===== config.mk =====
export PLATFORM = sky130hd
export DESIGN_NAME = seq_slice_alu
export DESIGN_NICKNAME = d
export VERILOG_FILES = /design/src/rtl/alu_pkg.sv /design/src/rtl/alu_slice.sv /design/src/rtl/seq_slice_alu.sv
export SDC_FILE = /design/constraint.sdc
export NUM_CORES = 1
export LEC_CHECK = 0
export CAP_MARGIN = 40
export CORE_MARGIN = 4
export CORE_UTILIZATION = 54
export DETAILED_ROUTE_END_ITERATION = 8
export PLACE_DENSITY = 0.82
export SYNTH_ARGS = -nofsm -noshare
export SYNTH_HDL_FRONTEND = slang
export SYNTH_HIERARCHICAL = 1
export SYNTH_SLANG_ARGS = --single-unit

===== constraint.sdc =====
create_clock -name clk -period 3.25 [get_ports clk]
set_input_delay 0.8125 -clock clk [delete_from_list [all_inputs] [get_ports clk]]
set_output_delay 0.8125 -clock clk [all_outputs]
set_load 0.02 [all_outputs]

===== src/rtl/alu_pkg.sv =====
// Shared definitions for the sequential bit-slice ALU: op codes, default
// geometry and the op-code type.
package alu_pkg;

    localparam int DEF_WIDTH = 32;
    localparam int DEF_SLICE = 4;

    typedef logic [2:0] op_t;

    localparam op_t OP_AND = 3'b000;
    localparam op_t OP_OR  = 3'b001;
    localparam op_t OP_XOR = 3'b010;
    localparam op_t OP_NOR = 3'b011;
    localparam op_t OP_ADD = 3'b100;
    localparam op_t OP_SUB = 3'b101;

endpackage


===== src/rtl/alu_slice.sv =====
// Combinational SLICE-bit ALU slice; time-multiplexed by seq_slice_alu.
// cmsb is the carry into the slice MSB, used to derive signed overflow.
module alu_slice
    import alu_pkg::*;
#(
    parameter int SLICE = DEF_SLICE
) (
    input  logic [SLICE-1:0] a,
    input  logic [SLICE-1:0] b,
    input  op_t              op,
    input  logic             cin,
    output logic [SLICE-1:0] r,
    output logic             cout,
    output logic             cmsb
);

    logic [SLICE-1:0] beff_s;
    logic [SLICE:0]   sum_s;

    // Slice datapath: adder for ADD/SUB, bitwise logic otherwise
    always_comb begin
        beff_s = (op == OP_SUB) ? ~b : b;
        sum_s  = {1'b0, a} + {1'b0, beff_s} + {{SLICE{1'b0}}, cin};
        r      = {SLICE{1'b0}};
        cout   = 1'b0;
        cmsb   = 1'b0;
        case (op)
            OP_AND: r = a & b;
            OP_OR:  r = a | b;
            OP_XOR: r = a ^ b;
            OP_NOR: r = ~(a | b);
            OP_ADD, OP_SUB: begin
                r    = sum_s[SLICE-1:0];
                cout = sum_s[SLICE];
                // Carry into the MSB recovered from the MSB sum bit
                cmsb = a[SLICE-1] ^ beff_s[SLICE-1] ^ sum_s[SLICE-1];
            end
            default: r = {SLICE{1'b0}};
        endcase
    end

endmodule


===== src/rtl/seq_slice_alu.sv =====
// Multi-cycle ALU: processes WIDTH bits SLICE per clock, LSB slice first,
// and registers result and flags on the cycle done pulses.
module seq_slice_alu
    import alu_pkg::*;
#(
    parameter int WIDTH = DEF_WIDTH,
    parameter int SLICE = DEF_SLICE
) (
    input  logic             clk,
    input  logic             rst_n,
    input  logic             start,
    input  op_t              op,
    input  logic [WIDTH-1:0] a,
    input  logic [WIDTH-1:0] b,
    output logic             busy,
    output logic             done,
    output logic [WIDTH-1:0] result,
    output logic             overflow,
    output logic             zero,
    output logic             carry
);

    localparam int N  = WIDTH / SLICE;
    localparam int CW = (N > 1) ? $clog2(N) : 1;

    typedef enum logic {IDLE = 1'b0, BUSY = 1'b1} state_t;

    state_t                 state_q, state_d;
    logic [WIDTH-1:0]       a_q, a_d, b_q, b_d;
    op_t                    op_q, op_d;
    logic [CW-1:0]          cnt_q, cnt_d;
    logic                   cin_q, cin_d, nz_q, nz_d;
    logic [WIDTH-SLICE-1:0] acc_q, acc_d;
    logic [WIDTH-1:0]       acc_full_s;
    logic [WIDTH-1:0]       result_q, result_d;
    logic                   busy_q, busy_d, done_q, done_d;
    logic                   ovf_q, ovf_d, zero_q, zero_d, carry_q, carry_d;
    logic [SLICE-1:0]       slice_r_s;
    logic                   slice_cout_s, slice_cmsb_s;

    alu_slice #(.SLICE(SLICE)) u_slice (
        .a    (a_q[SLICE-1:0]),
        .b    (b_q[SLICE-1:0]),
        .op   (op_q),
        .cin  (cin_q),
        .r    (slice_r_s),
        .cout (slice_cout_s),
        .cmsb (slice_cmsb_s)
    );

    // Next-state logic for the FSM, datapath and output registers
    always_comb begin
        state_d    = state_q;
        a_d        = a_q;
        b_d        = b_q;
        op_d       = op_q;
        cnt_d      = cnt_q;
        cin_d      = cin_q;
        nz_d       = nz_q;
        acc_d      = acc_q;
        result_d   = result_q;
        busy_d     = busy_q;
        done_d     = 1'b0;
        ovf_d      = ovf_q;
        zero_d     = zero_q;
        carry_d    = carry_q;
        // New slice enters at the top so the last slice lands in the MSBs
        acc_full_s = {slice_r_s, acc_q};
        case (state_q)
            IDLE: begin
                if (start) begin
                    a_d     = a;
                    b_d     = b;
                    op_d    = op;
                    cnt_d   = {CW{1'b0}};
                    cin_d   = (op == OP_SUB);
                    nz_d    = 1'b0;
                    busy_d  = 1'b1;
                    state_d = BUSY;
                end else begin
                    state_d = IDLE;
                end
            end
            BUSY: begin
                a_d   = a_q >> SLICE;
                b_d   = b_q >> SLICE;
                cin_d = slice_cout_s;
                nz_d  = nz_q | (|slice_r_s);
                acc_d = acc_full_s[WIDTH-1:SLICE];
                cnt_d = cnt_q + {{(CW-1){1'b0}}, 1'b1};
                if (cnt_q == CW'(N - 1)) begin
                    state_d  = IDLE;
                    busy_d   = 1'b0;
                    done_d   = 1'b1;
                    result_d = acc_full_s;
                    ovf_d    = slice_cmsb_s ^ slice_cout_s;
                    zero_d   = ~nz_d;
                    carry_d  = slice_cout_s;
                end else begin
                    state_d = BUSY;
                end
            end
            default: state_d = IDLE;
        endcase
    end

    // State and output registers with asynchronous reset
    always_ff @(posedge clk or negedge rst_n) begin
        if (!rst_n) begin
            state_q  <= IDLE;
            a_q      <= {WIDTH{1'b0}};
            b_q      <= {WIDTH{1'b0}};
            op_q     <= OP_AND;
            cnt_q    <= {CW{1'b0}};
            cin_q    <= 1'b0;
            nz_q     <= 1'b0;
            acc_q    <= {(WIDTH-SLICE){1'b0}};
            result_q <= {WIDTH{1'b0}};
            busy_q   <= 1'b0;
            done_q   <= 1'b0;
            ovf_q    <= 1'b0;
            zero_q   <= 1'b0;
            carry_q  <= 1'b0;
        end else begin
            state_q  <= state_d;
            a_q      <= a_d;
            b_q      <= b_d;
            op_q     <= op_d;
            cnt_q    <= cnt_d;
            cin_q    <= cin_d;
            nz_q     <= nz_d;
            acc_q    <= acc_d;
            result_q <= result_d;
            busy_q   <= busy_d;
            done_q   <= done_d;
            ovf_q    <= ovf_d;
            zero_q   <= zero_d;
            carry_q  <= carry_d;
        end
    end

    assign busy     = busy_q;
    assign done     = done_q;
    assign result   = result_q;
    assign overflow = ovf_q;
    assign zero     = zero_q;
    assign carry    = carry_q;

endmodule


# Word level (Yosys, flattened, before mapping)
# Index checks and enable logic that the tools add are counted.
dict set report op_classes {
  reduce_logical 6
  n_mux 22
  eq_ne 9
  add_sub_neg 3
  bitwise_logic 11
}
# operator n
set op_table {}
lappend op_table {{case mux 32 bit (2 select lines)} 2}
lappend op_table {{two-way mux 32 bit} 2}
lappend op_table {{case mux 4 bit (5 select lines)} 1}
lappend op_table {{equality test 3 bit, second input constant} 4}
lappend op_table {{two-way mux 1 bit} 10}
lappend op_table {{NOT 4 bit} 2}
lappend op_table {{case mux 1 bit (2 select lines)} 4}
lappend op_table {{equality test 3 x 2 -> 1 bit, second input constant} 2}
lappend op_table {{case mux 3 bit (2 select lines)} 1}
lappend op_table {{AND reduction 2 bit} 3}
lappend op_table {{adder 4 x 4 -> 5 bit} 1}
lappend op_table {{adder 5 x 1 -> 5 bit} 1}
lappend op_table {{AND 4 bit} 1}
lappend op_table {{two-way mux 4 bit} 1}
lappend op_table {{OR 4 bit} 1}
lappend op_table {{OR reduction 4 bit} 1}
lappend op_table {{bitwise XOR 4 bit} 1}
lappend op_table {{adder 3 x 1 -> 3 bit, second input constant} 1}
lappend op_table {{equality test 3 x 1 -> 1 bit, second input constant} 1}
lappend op_table {{logical NOT 3 bit} 1}
lappend op_table {{two-way mux 3 bit} 1}
lappend op_table {{bitwise XOR 1 bit} 3}
lappend op_table {{!= test 2 x 1 -> 1 bit, second input constant} 1}
lappend op_table {{!= test 2 bit, second input constant} 1}
lappend op_table {{3 further kinds} 4}
dict set report word_totals {
  inputBits 70
  out_inout_bits 37
  regBits 138
  wordCells 65
}

# Logic depth before layout (Yosys ltp)
# Gate-level depths: netlist of run 1.
dict set report depth {
  word_depth 8
  depth_mapped 11
  ltp_nobuf 10
}

# Cells and area by module
# The synthesis of run 1 kept the hierarchy.
# mod area_each_um2 seq_area_each_um2 instances cells_per_inst
set modules_own_cells {}
lappend modules_own_cells {seq_slice_alu 6029.5 3453.3 1 443}
lappend modules_own_cells {alu_slice 533.0 0.0 1 58}

# Worst setup path before layout of run 1
# No wires, ideal clock.
dict set report synth_timing {
  path_kind {flip-flop to flip-flop}
  startpoint {register op_q[2]}
  endpoint {register nz_q}
  slack_ns 0.605
  setup_time_ns 0.126
  t_required_ns 3.124
  period_less_slack_ns 2.645
  path_buffers 0
  path_stages_with_launch 9
  arrival_ns 2.519
  path_cell_list {dfrtp_1 -> nor2b_4 -> nand2_4 -> xnor2_1 -> fa_1 -> fa_1 -> o22ai_1 -> or3_1 -> o32a_1}
}
dict set report synth_via {
  elab_chain_cells 8
  word_cells_on_any_way 14
  classes_between {add/sub (2); eq/ne (5); mux (3); bitwise (1); reduce/logical (3)}
}
# item line
set synth_rtl {}
lappend synth_rtl {{start: declaration} seq_slice_alu.sv:30} ;# op_t op_q, op_d;
lappend synth_rtl {{start signal: assignment} seq_slice_alu.sv:128} ;# op_q <= op_d;
lappend synth_rtl {{equality test 3 bit} {alu_slice.sv:22, alu_slice.sv:27}}
lappend synth_rtl {{two-way mux 4 bit} alu_slice.sv:22} ;# beff_s = (op == OP_SUB) ? ~b : b;
lappend synth_rtl {{adder 4 x 4 -> 5 bit} alu_slice.sv:23} ;# sum_s = {1'b0, a} + {1'b0, beff_s} + {{SLICE{1'b0}}, cin};
lappend synth_rtl {{adder 5 x 1 -> 5 bit} alu_slice.sv:23}
lappend synth_rtl {{case mux 4 bit (5 select lines) (*)} alu_slice.sv:27} ;# case (op)
lappend synth_rtl {{named net slice_r_s[1]} seq_slice_alu.sv:38} ;# logic [SLICE-1:0] slice_r_s;
lappend synth_rtl {{OR reduction 4 bit (*)} seq_slice_alu.sv:88} ;# nz_d = nz_q | (|slice_r_s);
lappend synth_rtl {{OR 1 bit (*)} seq_slice_alu.sv:88}
lappend synth_rtl {{case mux 1 bit (2 select lines) (*)} seq_slice_alu.sv:69} ;# case (state_q)
lappend synth_rtl {{end signal: assignment} seq_slice_alu.sv:131} ;# nz_q <= nz_d;
lappend synth_rtl {{end: declaration} seq_slice_alu.sv:32} ;# logic cin_q, cin_d, nz_q, nz_d;
# Mark *: on every way through the listed nets, which the timed path passes. The rest lies on a longest branch.
# A chain may end at the register's enable or synchronous reset.

# Worst setup path after layout of run 1
# Ends and elaborated chain as after synthesis.

==> flow_summary.json, run 1 <==
{
  "outcome": "finished clean",
  "synth_area_mm2": 0.00656,
  "fin_crit_sh_pct": 89.6,
  "antenna_found_initial": 0,
  "core_mm2": 0.0120,
  "routabilityCongestion": 0.866,
  "relSlewSlack_pct": 49.4,
  "drtIter0Drc": 260,
  "vdd_drop_max_uv": 406,
  "start_util_pct": 54.9,
  "cts_tree": "done",
  "start_kind": "flip-flop",
  "hold_path_class": "in2async",
  "p_int_w": 0.00538,
  "area_growth_pct": 26.2,
  "power_frac_seq_pct": 37.5,
  "endpoint_kind": "flip-flop",
  "rows": 40,
  "fmax_mhz": 343,
  "synth-seq-cells": 138,
  "power_frac_clock_pct": 25.7,
  "cp_common_cell": "fa_1",
  "post-cts-setup-buffers": 0,
  "gr-total-overflow": 0,
  "dieArea_mm2": 0.0140,
  "slowest_stage": "o32ai_1",
  "netlist_top_cells_area": "dfrtp_1 53%, mux2_4 14%, mux2i_1 10%",
  "grt_usage_pct": 18.9,
  "pin_count": 107,
  "place_ws_ns": 0.383,
  "grt_max_degree": 114,
  "crit_required_ns": 3.59,
  "yosysTopAreaCellShare_pct": 52.6,
  "fp.dieW_um": 118,
  "power_leakage_nw": 4.02,
  "slew_viol_final": 0,
  "synth_area_leader_cell": "dfrtp_1",
  "synth_cell_types": 36,
  "drcViolationCount": 0,
  "die_height_um": 118,
  "port_buffers": 106,
  "critical_path_class": "reg2reg",
  "tightest_slew_ns": 0.759,
  "postSynthNetCount": 587,
  "path_clk_slew_ns": 0.06,
  "yosys_warnings": 6,
  "first_pass_iters": 4,
  "insertion_delay_ns": 0.41,
  "setup-violations-final": 0,
  "fillers": 855,
  "p_switching_w": 0.00265,
  "maxCapViolations": 0,
  "grt_pass1_vias": 4406,
  "cts_buffers": 17,
  "hold_viol": 0,
  "antenna_left": 0,
  "antenna_cells": 0,
  "grt_pass1_wl_um": 21300,
  "drive_gt1_share_pct": 19.3,
  "cp_slowest_stage_delay_ns": 0.58,
  "cts.htree.levels": 4,
  "fin_ws_ns": 0.337,
  "fin_crit_ns": 2.91,
  "drt_wl_total_um": 13000,
  "power.total_w": 0.00803,
  "netlist_instances": 501,
  "cts_buffer_depth": 2,
  "fin_skew_ns": 0.00654,
  "sw_frac_of_total_pct": 33.0,
  "numClockSinks": 138,
  "cp_cell_sequence": "nor2b_4 -> nand2_4 -> xnor2_1 -> fa_1 -> fa_1 -> nor2b_1 -> o32ai_1 -> o32a_1",
  "arrival_ns": 3.26,
  "fin_tns_setup_ns": 0,
  "whs_ns": 0.179,
  "fin_nets": 689,
  "wl_per_cell_um": 17.1,
  "cts_resized": 0,
  "power.density_mw_per_mm2": 970,
  "path_max_fanout": 7,
  "dp_hpwl_um": 8910,
  "yosysSeqAreaShare_pct": 52.6,
  "comb_power_share_pct": 36.8,
  "syn_avg_cell_area_um2": 13.1,
  "holdBufCountCts": 0,
  "via_per_inst": 5.39,
  "rsz0062_at_grt": "no",
  "num_vias": 4110,
  "cts_root_buf": "clkbuf_16"
}
[cells in the mapped netlist, drive strengths merged]
library cell    n
dfrtp         138
mux2           68
mux2i          68
nand2          58
o21ai          58
buf            26
ha             14
inv            13
nor2           11
xnor2          10
a21oi           5
clkbuf          5
nor2b           5
nand2b          3
o22ai           3
a22o            2
fa              2
a211o           1
a21bo           1
a31oi           1
nand3b          1
nand4           1
nand4b          1
o211ai          1
o32a            1
o32ai           1
o41ai           1
or3             1
or3b            1
[flip-flops by register name, summed over array words and instances (netlist names)]
name      cells
a_q          32
acc_q        28
b_q          32
busy          1
carry         1
cin_q         1
cnt_q         3
done          1
nz_q          1
op_q          3
overflow      1
result       32
state_q       1
zero          1
[cell usage in the layout (no fill, tap or decap), drive strengths merged]
| cell | count |
|---|---|
| clkinvlp | 2 |
| a22o | 2 |
| nor2b | 5 |
| bufinv | 4 |
| o41ai | 1 |
| a31oi | 1 |
| o32ai | 1 |
| nand3b | 1 |
| or3b | 1 |
| o211ai | 1 |
| inv | 16 |
| ha | 14 |
| clkbuf | 18 |
| clkinv | 5 |
| xnor2 | 10 |
| o22ai | 3 |
| mux2i | 68 |
| nand4 | 1 |
| dfrtp | 138 |
| o21ai | 58 |
| o32a | 1 |
| a211o | 1 |
| nand4b | 1 |
| nand2 | 58 |
| buf | 10 |
| or3 | 1 |
| a21bo | 1 |
| nand2b | 3 |
| a21oi | 5 |
| clkdlybuf4s50 | 104 |
| nor2 | 11 |
| mux2 | 68 |
| fa | 2 |
[area by class of cell]
cell class,count,area (um2),area share [%]
Clock buffer,18,439,5.30
Clock inverter,14,194,2.34
Inverter,13,48.8,0.589
Multi-Input combinational cell,319,2790,33.7
Sequential cell,138,3460,41.8
Tap cell,147,184,2.22
Timing Repair Buffer,114,1160,14.1
[stage by stage]
step / utilization (%) / instances / cell area, um2
5_1_grt: 69.2 / 763 / 8280
3_3_place_gp: 63.7 / 730 / 7620
4_1_cts: 69.2 / 763 / 8280
2_1_floorplan: - / 501 / 6560
6_report: 69.2 / 763 / 8280
3_5_place_dp: 63.9 / 731 / 7650
[kinds of logic (layout without fill, tap and decap cells)]
group,Yosys count,in the layout,share of synthesized area (%)
AND/OR/NAND/NOR,82,82,5.89
multiplexers,136,136,25.6
XOR/XNOR,10,10,1.33
adder cells (fa/ha/maj),16,16,3.28
AO/OA/AOI/OAI,75,75,6.39
flip-flops,138,138,52.6
buffers and inverters,44,159,4.84
[final timing paths]
check | start | to | slack, ns | depth (start not counted)
worst min register to register | b_q[13] | b_q[9] | 0.48 | 2
worst max register to register | op_q[2] | nz_q | 0.34 | 8
max in group asynchronous | rst_n | a_q[29] | 2.16 | 3
worst max-delay path | op_q[2] | nz_q | 0.34 | 8
min in group clk | b_q[13] | b_q[9] | 0.48 | 2
worst min-delay path | rst_n | result[25] | 0.18 | 1
[metal layers]
metal	GRT usage, %	share of wire [%]	vias to the layer above
met5	0	0	-
met4	4.91	1.2	0
met3	7.22	6.3	15
met2	31.8	49	101
met1	22.9	43	2052
li1	-	-	1942
[power groups by stage]
stage               registers, W  logic (W)  clock network (W)
floorplan                0.00297    0.00216                  0
global placement         0.00300    0.00283                  0
detailed placement       0.00304    0.00296                  0
CTS                      0.00302    0.00298            0.00209
global route             0.00311    0.00319            0.00217
finish                   0.00301    0.00295            0.00206
[critical path, delay by kind of cell, from the launching register on]
kind            cells  cell delay (ns)
compound gates      2             0.84
fa+ha+maj           2             0.83
flops               1             0.50
simple gates        3             0.49
xor+xnor            1             0.17
(Power assumes the default switching activity.)
==> run 2, diff against run 1 <==
Settings changed: CAP_MARGIN 40 to not set.
==> run 2 against run 1 <==
Net effect:
- power down 0.34%
- largest cell class unchanged
- setup slack worse by 0.026 ns
- clock skew up 0.0031 ns
- critical path type unchanged
==> flow_summary.json, run 2 (same netlist as run 1, synthesis figures left out) <==
{
  "sw_frac_of_total_pct": 33.0,
  "routabilityCongestion": 0.866,
  "antenna_cells": 0,
  "grt_pass1_vias": 4382,
  "cts_tree": "done",
  "slew_viol_final": 0,
  "cts_root_buf": "clkbuf_16",
  "fin_crit_ns": 2.94,
  "endpoint_kind": "flip-flop",
  "fin_crit_sh_pct": 90.4,
  "wl_per_cell_um": 16.9,
  "rsz0062_at_grt": "no",
  "stdcell_area_mm2": 0.00824,
  "drtIter0Drc": 238,
  "rows": 40,
  "ff2ff_path_depth": 8,
  "wl_met1_um": 5620,
  "grt_pass1_wl_um": 21400,
  "fmax_mhz": 340,
  "antenna_left": 0,
  "multi_input_area_mm2": 0.00279,
  "crit_required_ns": 3.60,
  "gr-total-overflow": 0,
  "pin_count": 107,
  "p_switching_w": 0.00264,
  "insertion_delay_ns": 0.41,
  "antenna_found_initial": 0,
  "power_frac_seq_pct": 37.6,
  "drive_gt1_share_pct": 19.0,
  "start_kind": "flip-flop",
  "first_pass_iters": 4,
  "dieArea_mm2": 0.0140,
  "drt_wl_total_um": 12900,
  "dpl_cell_area_mm2": 0.00762,
  "fin_skew_ns": 0.00964,
  "hold_viol": 0,
  "cts_buffers": 17,
  "grt_max_degree": 114,
  "holdBufCountCts": 0,
  "path_max_fanout": 7,
  "start_util_pct": 54.9,
  "hold_path_class": "in2async",
  "final_common_cell": "dfrtp_1",
  "grt_usage_pct": 18.9,
  "cts_buffer_depth": 2,
  "p_int_w": 0.00536,
  "power.total_w": 0.00800,
  "power.density_mw_per_mm2": 971,
  "comb_power_share_pct": 36.8,
  "drcViolationCount": 0,
  "met2WireLength_um": 6320,
  "numClockSinks": 138,
  "via_per_inst": 5.36,
  "fillers": 858,
  "port_buffers": 106,
  "dpl.cell_count": 730,
  "dp_hpwl_um": 8880,
  "fin_tns_setup_ns": 0,
  "outcome": "finished clean",
  "post-cts-setup-buffers": 0,
  "path_clk_slew_ns": 0.06,
  "area_growth_pct": 25.6,
  "relSlewSlack_pct": 42.0,
  "power_frac_clock_pct": 25.6,
  "fp.dieW_um": 118,
  "register_area_mm2": 0.00346,
  "top_layer": "met4",
  "setup-violations-final": 0,
  "die_height_um": 118,
  "power_leakage_nw": 4.01,
  "final_cells": 762,
  "core_mm2": 0.0120,
  "vdd_drop_max_uv": 432,
  "maxCapViolations": 0,
  "cts_resized": 0,
  "cts.htree.levels": 4,
  "arrival_ns": 3.29,
  "fin_nets": 688,
  "critical_path_class": "reg2reg",
  "tightest_slew_ns": 0.871,
  "mostFrequentLayoutCells": "137 x dfrtp_1, 104 x clkdlybuf4s50_1, 68 x mux2i_1",
  "wl_met3_um": 811,
  "fin_util_pct": 68.9,
  "num_vias": 4081
}
## run 2: cell types whose count changed in the layout (fill, tap and decap cells not counted)
| cell | before | now |
|---|---|---|
| clkinvlp_4 | 2 | 1 |
| clkbuf_8 | 1 | 0 |
| buf_16 | 1 | 0 |
| clkinv_4 | 2 | 3 |
| clkbuf_1 | 0 | 1 |
## run 2: routing by layer
metal | vias up | global-route usage, %
met1 | 2022 | 23.3
met5 | - | 0
met3 | 15 | 7.51
met2 | 106 | 31.0
li1 | 1938 | -
met4 | 0 | 5.42
## run 2: area by class of cell
cell class / instances / area share, %
inverter: 13 / 0.592
sequential: 138 / 41.9
clock inverter: 14 / 2.37
clock buffer: 18 / 5.21
tap: 147 / 2.23
timing repair buffer: 113 / 13.8
multi-input combinational: 319 / 33.9
## run 2: power by group through the flow
stage | logic [W] | registers [W] | clock network (W)
after floorplan | 0.00216 | 0.00297 | 0
after global placement | 0.00283 | 0.00300 | 0
after detailed placement | 0.00295 | 0.00304 | 0
after CTS | 0.00298 | 0.00302 | 0.00208
after global routing | 0.00318 | 0.00311 | 0.00217
final | 0.00295 | 0.00301 | 0.00205
## run 2: final timing paths
path	startpoint	endpoint	slack, ns
worst max-delay path	op_q[2]	nz_q	0.31
worst min-delay path	rst_n	result[17]	0.46
worst max register to register	op_q[2]	nz_q	0.31
worst min register to register	b_q[25]	b_q[21]	0.48
max in group asynchronous	rst_n	a_q[8]	1.99
min in group clk	b_q[25]	b_q[21]	0.48
## run 2: through the flow
step	setup slack [ns]	hold WS, ns
after floorplan	0.605	0.444
after global placement	0.501	0.463
after detailed placement	0.376	0.468
after CTS	0.359	0.482
after global routing	0.189	0.517
final	0.311	0.463
## run 2: worst max-delay path, stage by stage (launching register included)
cell,delay (ns)
dfrtp_1,0.50
nor2b_4,0.25
nand2_4,0.10
xnor2_1,0.17
fa_1,0.42
fa_1,0.41
nor2b_1,0.16
o32ai_1,0.60
o32a_1,0.27
